## config.mk

```make
export PLATFORM = sky130hd
export DESIGN_NAME = alu_operand_loader
export DESIGN_NICKNAME = d
export VERILOG_FILES = /design/src/rtl/alu_pkg.sv /design/src/rtl/btn_debouncer.sv /design/src/rtl/alu_operand_loader.sv
export SDC_FILE = /design/constraint.sdc
export NUM_CORES = 1
export LEC_CHECK = 0
export ABC_AREA = 1
export BUFFER_PORTS_ARGS = -buffer_cell sky130_fd_sc_hd__buf_2
export CORE_UTILIZATION = 40
export CTS_BUF_LIST = sky130_fd_sc_hd__clkbuf_2 sky130_fd_sc_hd__clkbuf_4 sky130_fd_sc_hd__clkbuf_8
export DETAILED_ROUTE_END_ITERATION = 6
export GPL_ROUTABILITY_DRIVEN = 0
export GPL_TIMING_DRIVEN = 0
export PLACE_DENSITY = 0.6
export SYNTH_ARGS = -nofsm -noshare
export SYNTH_HDL_FRONTEND = slang
export SYNTH_HIERARCHICAL = 1
export SYNTH_SLANG_ARGS = --single-unit
export TNS_END_PERCENT = 50
```

## constraint.sdc

```tcl
create_clock -name clock -period 3.1 [get_ports clock]
set_input_delay 0.62 -clock clock [delete_from_list [all_inputs] [get_ports clock]]
set_output_delay 0.62 -clock clock [all_outputs]
set_load 0.02 [all_outputs]
```

## src/rtl/alu_pkg.sv

```systemverilog
// Opcode encodings shared with the board ALU, button index constants and opcode legality helper.
package alu_pkg;

  localparam logic [5:0] ALU_ADD = 6'b100000;
  localparam logic [5:0] ALU_SUB = 6'b100010;
  localparam logic [5:0] ALU_AND = 6'b100100;
  localparam logic [5:0] ALU_OR  = 6'b100101;
  localparam logic [5:0] ALU_XOR = 6'b100110;
  localparam logic [5:0] ALU_SRA = 6'b000011;
  localparam logic [5:0] ALU_SRL = 6'b000010;
  localparam logic [5:0] ALU_NOR = 6'b100111;

  localparam int unsigned BTN_A  = 0;
  localparam int unsigned BTN_B  = 1;
  localparam int unsigned BTN_OP = 2;

  // Zero-extended compare so callers with any switch width up to 32 can use it.
  function automatic logic is_legal_op(input logic [31:0] op);
    return op inside {32'(ALU_ADD), 32'(ALU_SUB), 32'(ALU_AND), 32'(ALU_OR),
                      32'(ALU_XOR), 32'(ALU_SRA), 32'(ALU_SRL), 32'(ALU_NOR)};
  endfunction

endpackage

```

## src/rtl/btn_debouncer.sv

```systemverilog
// Push-button conditioner: 2-flop synchroniser, stable-count debounce, registered rising-edge pulse.
module btn_debouncer #(
  parameter int unsigned DB_COUNT = 1000000,
  parameter int unsigned DB_W     = 20
) (
  input  logic clock,
  input  logic reset,
  input  logic i_btn,
  output logic o_pulse
);

  logic            sync0;
  logic            sync1;
  logic            level;
  logic            level_d;
  logic [DB_W-1:0] cnt;

  always_ff @(posedge clock) begin
    if (!reset) begin
      sync0   <= 1'b0;
      sync1   <= 1'b0;
      level   <= 1'b0;
      level_d <= 1'b0;
      cnt     <= '0;
      o_pulse <= 1'b0;
    end else begin
      sync0   <= i_btn;
      sync1   <= sync0;
      level_d <= level;
      o_pulse <= level & ~level_d;
      // Level flips on the DB_COUNT-th consecutive differing cycle.
      if (sync1 == level) begin
        cnt <= '0;
      end else if (cnt == DB_W'(DB_COUNT - 1)) begin
        level <= ~level;
        cnt   <= '0;
      end else begin
        cnt <= cnt + DB_W'(1);
      end
    end
  end

endmodule

```

## src/rtl/alu_operand_loader.sv

```systemverilog
// Loads ALU operands A/B and opcode from slide switches via three debounced buttons.
// Optional opcode legality check: define OPERAND_LOADER_OP_CHECK_EN.
module alu_operand_loader
  import alu_pkg::*;
#(
  parameter int unsigned N_BITS   = 6,
  parameter int unsigned DB_COUNT = 1000000,
  parameter int unsigned DB_W     = 20
) (
  input  logic              clock,
  input  logic              reset,
  input  logic [N_BITS-1:0] i_sw,
  input  logic [2:0]        i_btn,
  output logic [N_BITS-1:0] o_A,
  output logic [N_BITS-1:0] o_B,
  output logic [N_BITS-1:0] o_OP,
  output logic              o_valid,
  output logic [2:0]        o_loaded,
  output logic              o_err
);

  logic [2:0] pulse;
  logic [2:0] cap;

  for (genvar g = 0; g < 3; g++) begin : g_btn
    btn_debouncer #(
      .DB_COUNT (DB_COUNT),
      .DB_W     (DB_W)
    ) u_db (
      .clock   (clock),
      .reset   (reset),
      .i_btn   (i_btn[g]),
      .o_pulse (pulse[g])
    );
  end

  always_comb begin
    cap = pulse;
`ifdef OPERAND_LOADER_OP_CHECK_EN
    if (!is_legal_op(32'(i_sw))) cap[BTN_OP] = 1'b0;
`endif
  end

  always_ff @(posedge clock) begin
    if (!reset) begin
      o_A      <= '0;
      o_B      <= '0;
      o_OP     <= '0;
      o_loaded <= '0;
      o_valid  <= 1'b0;
    end else begin
      if (cap[BTN_A])  o_A  <= i_sw;
      if (cap[BTN_B])  o_B  <= i_sw;
      if (cap[BTN_OP]) o_OP <= i_sw;
      o_valid <= &o_loaded;
      // Issue clears the flags, but a capture on the issuing edge re-arms its own bit.
      o_loaded <= ((&o_loaded) ? 3'b000 : o_loaded) | cap;
    end
  end

`ifdef OPERAND_LOADER_OP_CHECK_EN
  always_ff @(posedge clock) begin
    if (!reset) o_err <= 1'b0;
    else        o_err <= pulse[BTN_OP] & ~cap[BTN_OP];
  end
`else
  assign o_err = 1'b0;
`endif

endmodule

```

**Word-level counts from Yosys, hierarchy flattened**

Index checks and enable logic that the tools add are counted.

- Bits of input ports: 11
- Register bits after elaboration: 97
- Output and inout port bits: 23

- Bitwise gates (word level): 14
- Add/sub/neg operators: 3
- Mux-type cells: 1
- Equal/unequal tests: 6
- Reduce and logical (&&, ||, !) cells: 7

Operators with widths:

| kind | number |
|---|---|
| 20-bit by 1-bit adder with 20-bit output (second input constant) | 3 |
| 20-bit == test (second input constant) | 3 |
| 1-bit NOT | 10 |
| 3-bit OR reduction | 3 |
| 2-bit AND reduction | 3 |
| 1-bit AND | 3 |
| 1-bit == test | 3 |
| 3-bit two-way mux | 1 |
| 3-bit bitwise OR | 1 |
| 3-bit AND reduction | 1 |

**Logic depth before layout (Yosys ltp)**

Gate-level depths: netlist (run 1).

- Word-level depth: 3
- Mapped depth: 9

**Hierarchy**

The synthesis (run 1) kept the hierarchy.

Modules (own cells, without submodules):

| module | cells each | area an instance (um^2) | times used |
|---|---|---|---|
| btn_debouncer | 166 | 1196.1 | 3 |
| alu_operand_loader | 96 | 780.7 | 1 |

**Worst setup path after synthesis (run 1)**

OpenSTA, ideal clock, no wires.

- Path type: register to register
- From: reg g_btn[0].u_db.cnt[0]
- To: reg g_btn[0].u_db.cnt[15]
- Data required time: 2.985 ns
- Stages on the path, launching flop included: 10
- Library setup time: 0.115 ns
- Arrival: 1.241 ns
- Slack: 1.744 ns
- Path buffers: 1
- Cell sequence: dfxtp_1 > ha_1 > nand2_1 > inv_1 > nand2_1 > nor2_2 > nand3_2 > nand2_4 > buf_12 > nor2_2

- Longest elaborated chain between the ends: 2
- Elaborated cells between the ends (all ways): 3
- Those cells by class: 1 x add/sub; 1 x eq/ne; 1 x reduce/logical

Ends and longest elaborated chain:

| what | RTL line | RTL |
|---|---|---|
| start: declaration | btn_debouncer.sv:16 | `logic [DB_W-1:0] cnt;` |
| start signal: assignment | btn_debouncer.sv:38 | `cnt <= cnt + DB_W'(1);` |
| branches (longest 2 deep; another with 20-bit by 1-bit adder with 20-bit output) | n/a |  |

Several ways; the timed one is not identified.
A chain may end at the register's enable or synchronous reset.

**Final worst setup path (run 1)**

- From: reg g_btn[1].u_db.cnt[0]
- To: reg g_btn[1].u_db.cnt[17]

- Longest elaborated chain between the ends: 2
- Elaborated cells between the ends (all ways): 3
- Those cells by class: 1 x add/sub; 1 x eq/ne; 1 x reduce/logical

Ends and longest elaborated chain:

| what | RTL line |
|---|---|
| start: declaration | btn_debouncer.sv:16 |
| start signal: assignment | btn_debouncer.sv:38 |
| branches (longest 2 deep; another with 20-bit by 1-bit adder with 20-bit output) | n/a |

Several ways; the timed one is not identified.

==> results.json, run 1 <==
{
  "skew_ns": 0.01607,
  "cp-start-kind": "register",
  "tns_ns": 0,
  "die_h_um": 106.5,
  "grt_pass1_vias": 3400,
  "outcome": "complete, no violations",
  "synth_cells": 594,
  "diodes": 0,
  "layout.cells.most_common": "nor2_1",
  "layout_common_cells": "136 x nor2_1, 119 x nand2_1, 97 x dfxtp_1",
  "grt_start_max_net_pins": 21,
  "portBuffers": 32,
  "overflow": 0,
  "synth-async-reset-ratio_pct": 0,
  "finalSetupViolCount": 0,
  "hold_class": "reg -> reg",
  "drc": 0,
  "die_area_um2": 11350,
  "initialDrtViolationCount": 237,
  "timing.fmax_mhz": 608.8,
  "antenna_left": 0,
  "cts_hold_buf": 0,
  "hold_violations": 0,
  "die_w_um": 106.5,
  "clk_pin_slew_ns": 0.11,
  "clockBufferDepth": 2,
  "nets": 651,
  "drive_gt1_share_pct": 16.67,
  "grt_usage_pct": 16.34,
  "ys_warn_count": 6,
  "ff2ff_path_depth": 9,
  "multiInputGateArea_um2": 2126,
  "layout_min_cycle_time_ns": 1.643,
  "ctsResizeCount": 0,
  "synth_cell_types": 28,
  "rsz0062_at_grt": "no",
  "yosysTopAreaCell": "dfxtp_1",
  "antenna_found_initial": 0,
  "drt_first_pass_iters": 5,
  "total_leakage_power_uw": 0.001769,
  "ir_drop_uv": 273.8,
  "syn_nets": 608,
  "synth_area_um2": 4369,
  "io_pins": 34,
  "ys.flop_type": "dfxtp_1",
  "avgRoutedWirePerCell_um": 10.92,
  "fillers": 1076,
  "grt_pass1_wl_um": 15030,
  "clk_latency_ns": 0.37,
  "worstSetupPathType": "reg -> reg",
  "via_per_inst": 4.695,
  "h-tree-depth": 3,
  "final-seq-area_um2": 1942,
  "power.total_uw": 2122,
  "cts_tree": "built",
  "clkSinkCount": 97,
  "hpwl_um": 6444,
  "vias": 3653,
  "arrival_ns": 1.90,
  "cp_max_fo": 10,
  "ys_top_cells_by_area": "dfxtp_1 44%, nor2_1 12%, nand2_1 10%",
  "cp-end-kind": "register",
  "synth_edf_count": 0,
  "totalWireLength_um": 8499,
  "slew_violations": 0,
  "yosysSeqAreaShare_pct": 44.44,
  "row_count": 37,
  "clockRootBuffer": "clkbuf_8",
  "powerDensity_nw_per_um2": 432.8,
  "ys_ff_latch": 97,
  "coreArea_um2": 10460,
  "synth_top_area_share_pct": 44.44,
  "synth.avg_cell_area_um2": 7.356,
  "finalCritPeriodShare_pct": 52.99,
  "hold_depth": 1,
  "drv_cap": 0,
  "post_cts_buffers": 0,
  "start_util_pct": 41.76,
  "numCtsBuffers": 9,
  "worst_ep_required_time_ns": 3.36,
  "areaGrowthSynthToFinish_pct": 12.20
}
registers in the layout, summed over array words and instances (netlist names):
name	count
g_btn.u_db/sync0	3
g_btn.u_db/level_d	3
o_OP	6
o_loaded	3
o_A	6
g_btn.u_db/sync1	3
o_B	6
o_valid	1
g_btn.u_db/cnt	60
g_btn.u_db/o_pulse	3
g_btn.u_db/level	3
final timing paths:
kind                                       startpoint                     to  slack (ns)
worst max-delay path             g_btn[1].u_db/cnt[0]  g_btn[1].u_db/cnt[17]        1.46
worst min register to register  g_btn[1].u_db/level_d  g_btn[1].u_db/o_pulse        0.39
worst max register to register   g_btn[1].u_db/cnt[0]  g_btn[1].u_db/cnt[17]        1.46
worst min-delay path            g_btn[1].u_db/level_d  g_btn[1].u_db/o_pulse        0.39
per-stage QoR:
stage               cell area, µm²  setup WS [ns]  util, %  cells  hold WS, ns
floorplan                     4369          1.744        -    594       0.3680
global placement              4700          1.352    44.92    762       0.3733
detailed placement            4700          1.314    44.92    762       0.3777
CTS                           4902          1.472    46.85    778       0.3930
global route                  4902          1.335    46.85    778       0.4022
finish                        4902          1.457    46.85    778       0.3895
area by class of cell:
type	instances	area share (%)
plain buffers	6	2.016
clock buffers	9	2.527
clock inverters	7	1.608
inverters	54	4.135
multi-input cells	437	43.36
flip-flops and latches	97	39.61
well taps	136	3.471
repair buffers	32	3.267
where the power goes:
group	switching (µW)	internal, µW
logic	29.2	19.0
clock network	501	321
registers	1.89	1250
cells by family after synthesis:
kind of cell | count (synthesis) | synth area share [%]
buffers and inverters | 60 | 6.902
AO/OA/AOI/OAI | 54 | 6.615
XOR/XNOR | 27 | 5.412
other | 1 | 0.08583
AND/OR/NAND/NOR | 352 | 35.68
adder cells (fa/ha/maj) | 3 | 0.8592
flip-flops | 97 | 44.44
synthesized netlist by cell type, types with 4 or more instances:
cell,count
nor2_1,136
nand2_1,119
dfxtp_1,97
inv_1,47
nor2_2,36
nand3_1,30
a21oi_1,24
o21ai_1,15
xnor2_1,15
xor2_1,12
o21ai_0,9
inv_2,7
and2_1,6
nand4_1,6
buf_12,4
worst max-delay path, cell delays in order, from the launching register on:
cell,delay (ns)
dfxtp_1,0.39
ha_1,0.19
nand2_1,0.08
inv_1,0.09
nand2_1,0.09
nor2_2,0.15
nand3_2,0.15
nand2_4,0.18
buf_12,0.16
nor2_2,0.04
per-layer routing:
| layer | GRT usage (%) | wire [µm] |
|---|---|---|
| met1 | 21.26 | 4120 |
| met2 | 27.04 | 3944 |
| met3 | 2.391 | 305 |
| met4 | 6.751 | 129 |
| met5 | 0 | 0 |
No activity file was read; power rests on OpenSTA's default activity.
==> run 2: changes to the inputs <==
PLACE_DENSITY = 0.62   (was 0.6)
clock period = 1.5 ns   (was 3.1 ns; I/O delays follow)
==> run 2 against run 1 <==
  * Power increased by 110%
  * Via count increased by 3.3%
  * Non-clock buffer count increased by 20
  * Combinational power increased to 2.7 times the previous value
  * First-iteration DRC count decreased by 7.2%
  * Maximum frequency increased by 13%
  * Routed wire length increased by 4.6%
  * Critical path depth increased by 1
==> results.json, run 2 (synthesized netlist as in run 1, its figures left out) <==
{
  "outcome": "complete, no violations",
  "grt_start_max_net_pins": 20,
  "hpwl_um": 6258,
  "layout_min_cycle_time_ns": 1.452,
  "holdPathEnd": "g_btn[2].u_db/sync0",
  "min_from": "i_btn[2]",
  "slew_violations": 0,
  "avgRoutedWirePerCell_um": 11.14,
  "swShare_pct": 23.70,
  "worstSetupPathType": "reg -> reg",
  "worst_ep_required_time_ns": 1.77,
  "io_pins": 34,
  "clkSinkCount": 97,
  "drive_gt1_share_pct": 23.56,
  "die_area_um2": 11350,
  "cp_max_fo": 4,
  "skew_ns": 0.01416,
  "cts_tree": "built",
  "switchingPower_uw": 1077,
  "drv_cap": 0,
  "hold_depth": 3,
  "largest_register": "g_btn.u_db/cnt",
  "hold_class": "in -> reg",
  "cp-start-kind": "register",
  "initialDrtViolationCount": 220,
  "layout_common_cells": "129 x nor2_1, 112 x nand2_1, 88 x dfxtp_1",
  "antenna_found_initial": 0,
  "grt_pass1_vias": 3572,
  "portBuffers": 32,
  "clk_latency_ns": 0.37,
  "finalCritPeriodShare_pct": 96.82,
  "hold_violations": 0,
  "path_common_cell": "nand2_4",
  "path_buf_inv": 3,
  "start_util_pct": 41.76,
  "placed_cells": 762,
  "p_clk_share_pct": 40.2,
  "drc": 0,
  "multiInputGateArea_um2": 2251,
  "powerDensity_nw_per_um2": 857.1,
  "nets": 671,
  "pwr-share-comb_pct": 2.9,
  "r2r-end": "g_btn[0].u_db/cnt[14]",
  "ir_drop_uv": 393.9,
  "final-seq-area_um2": 1953,
  "totalWireLength_um": 8892,
  "largest_register_ffs": 60,
  "fin_cells": 798,
  "max_stage_delay_ns": 0.36,
  "finalSetupViolCount": 0,
  "die_h_um": 106.5,
  "row_count": 37,
  "drt_first_pass_iters": 4,
  "critPathTopFamily": "simple AND/OR/NAND/NOR gates",
  "grt_pass1_wl_um": 15410,
  "h-tree-depth": 3,
  "via_per_inst": 4.729,
  "areaGrowthSynthToFinish_pct": 21.39,
  "fillers": 1029,
  "grt_usage_pct": 16.84,
  "fin_util_pct": 50.69,
  "antenna_left": 0,
  "tns_ns": 0,
  "rr_startpoint": "g_btn[0].u_db/cnt[0]",
  "total_leakage_power_uw": 0.001948,
  "clockRootBuffer": "clkbuf_8",
  "internal_power_uw": 3469,
  "arrival_ns": 1.72,
  "clockBufferDepth": 2,
  "clk_pin_slew_ns": 0.11,
  "cp-end-kind": "register",
  "ff2ff_path_depth": 10,
  "coreArea_um2": 10460,
  "die_w_um": 106.5,
  "overflow": 0,
  "r2r_slack_ns": 0.05,
  "power_frac_seq_pct": 56.9,
  "diodes": 0,
  "vias": 3774,
  "path_cells": "ha_4, nand2_4, inv_4, nand2_4, nor2_4, nand3_2, nand2_4, buf_12, buf_4, a21oi_1",
  "layout.cells.most_common": "nor2_1",
  "numCtsBuffers": 9,
  "cpMaxStageDelayCell": "dfxtp_2",
  "timing.fmax_mhz": 688.6
}
==> run 2: worst max-delay path by stage <==
stage / cells past startpoint / slack (ns) / end / startpoint
2_1_floorplan: 9 / 0.14 / g_btn[0].u_db/cnt[15] / g_btn[0].u_db/cnt[0]
3_5_place_dp: 9 / -0.07 / g_btn[0].u_db/cnt[15] / g_btn[0].u_db/cnt[0]
3_3_place_gp: 9 / -0.05 / g_btn[0].u_db/cnt[15] / g_btn[0].u_db/cnt[0]
4_1_cts: 9 / 0.003 / g_btn[1].u_db/cnt[12] / g_btn[1].u_db/cnt[0]
5_1_grt: 10 / -0.01 / g_btn[0].u_db/cnt[6] / g_btn[0].u_db/cnt[0]
6_report: 10 / 0.05 / g_btn[0].u_db/cnt[14] / g_btn[0].u_db/cnt[0]
==> run 2: power groups by stage <==
stage	Combinational, µW	Clock [µW]	Sequential (µW)
finish	131	1830	2590
global route	144	2010	2590
CTS	121	1880	2590
detailed placement	101	0	2650
global placement	99.7	0	2650
floorplan	63.5	0	2650
==> run 2: repair_timing <==
action | CTS | global route
hold buffers | 0 | 0
gates resized for setup | 7 | 37
pin swaps | 3 | 6
buffers inserted | 13 | 4
setup endpoints to repair | 31 | 60
cloned | 1 | 2
==> run 2: cell type report <==
cell class	count	share of cell area (%)
Buffer	6	1.864
Clock buffer	9	2.335
Clock inverter	7	1.793
Inverter	54	3.869
Multi-Input combinational cell	437	42.44
Sequential cell	97	36.82
Tap cell	136	3.208
Timing Repair Buffer	52	7.667
==> run 2: stage by stage <==
stage | area (µm²) | hold slack, ns | setup WS [ns] | power (µW)
after floorplan | 4369 | 0.3680 | 0.1441 | 2710
after global placement | 4700 | 0.3721 | -0.05059 | 2747
after detailed placement | 4700 | 0.3704 | -0.06564 | 2748
after CTS | 5099 | 0.08242 | 0.002612 | 4591
after global routing | 5304 | 0.09628 | -0.01219 | 4739
final | 5304 | 0.09934 | 0.04777 | 4546
==> run 2: tightest hold or removal path, stage by stage <==
cell and delay (ns):
buf_2 0.07, nand2_1 0.04, inv_1 0.04
==> run 2: layer usage <==
layer | GRT usage (%) | wire length [µm] | vias up
li1 | - | - | 1978
met1 | 20.82 | 4264 | 1721
met2 | 28.48 | 4176 | 62
met3 | 2.575 | 304 | 13
met4 | 8.317 | 147 | 0
met5 | 0 | 0 | -
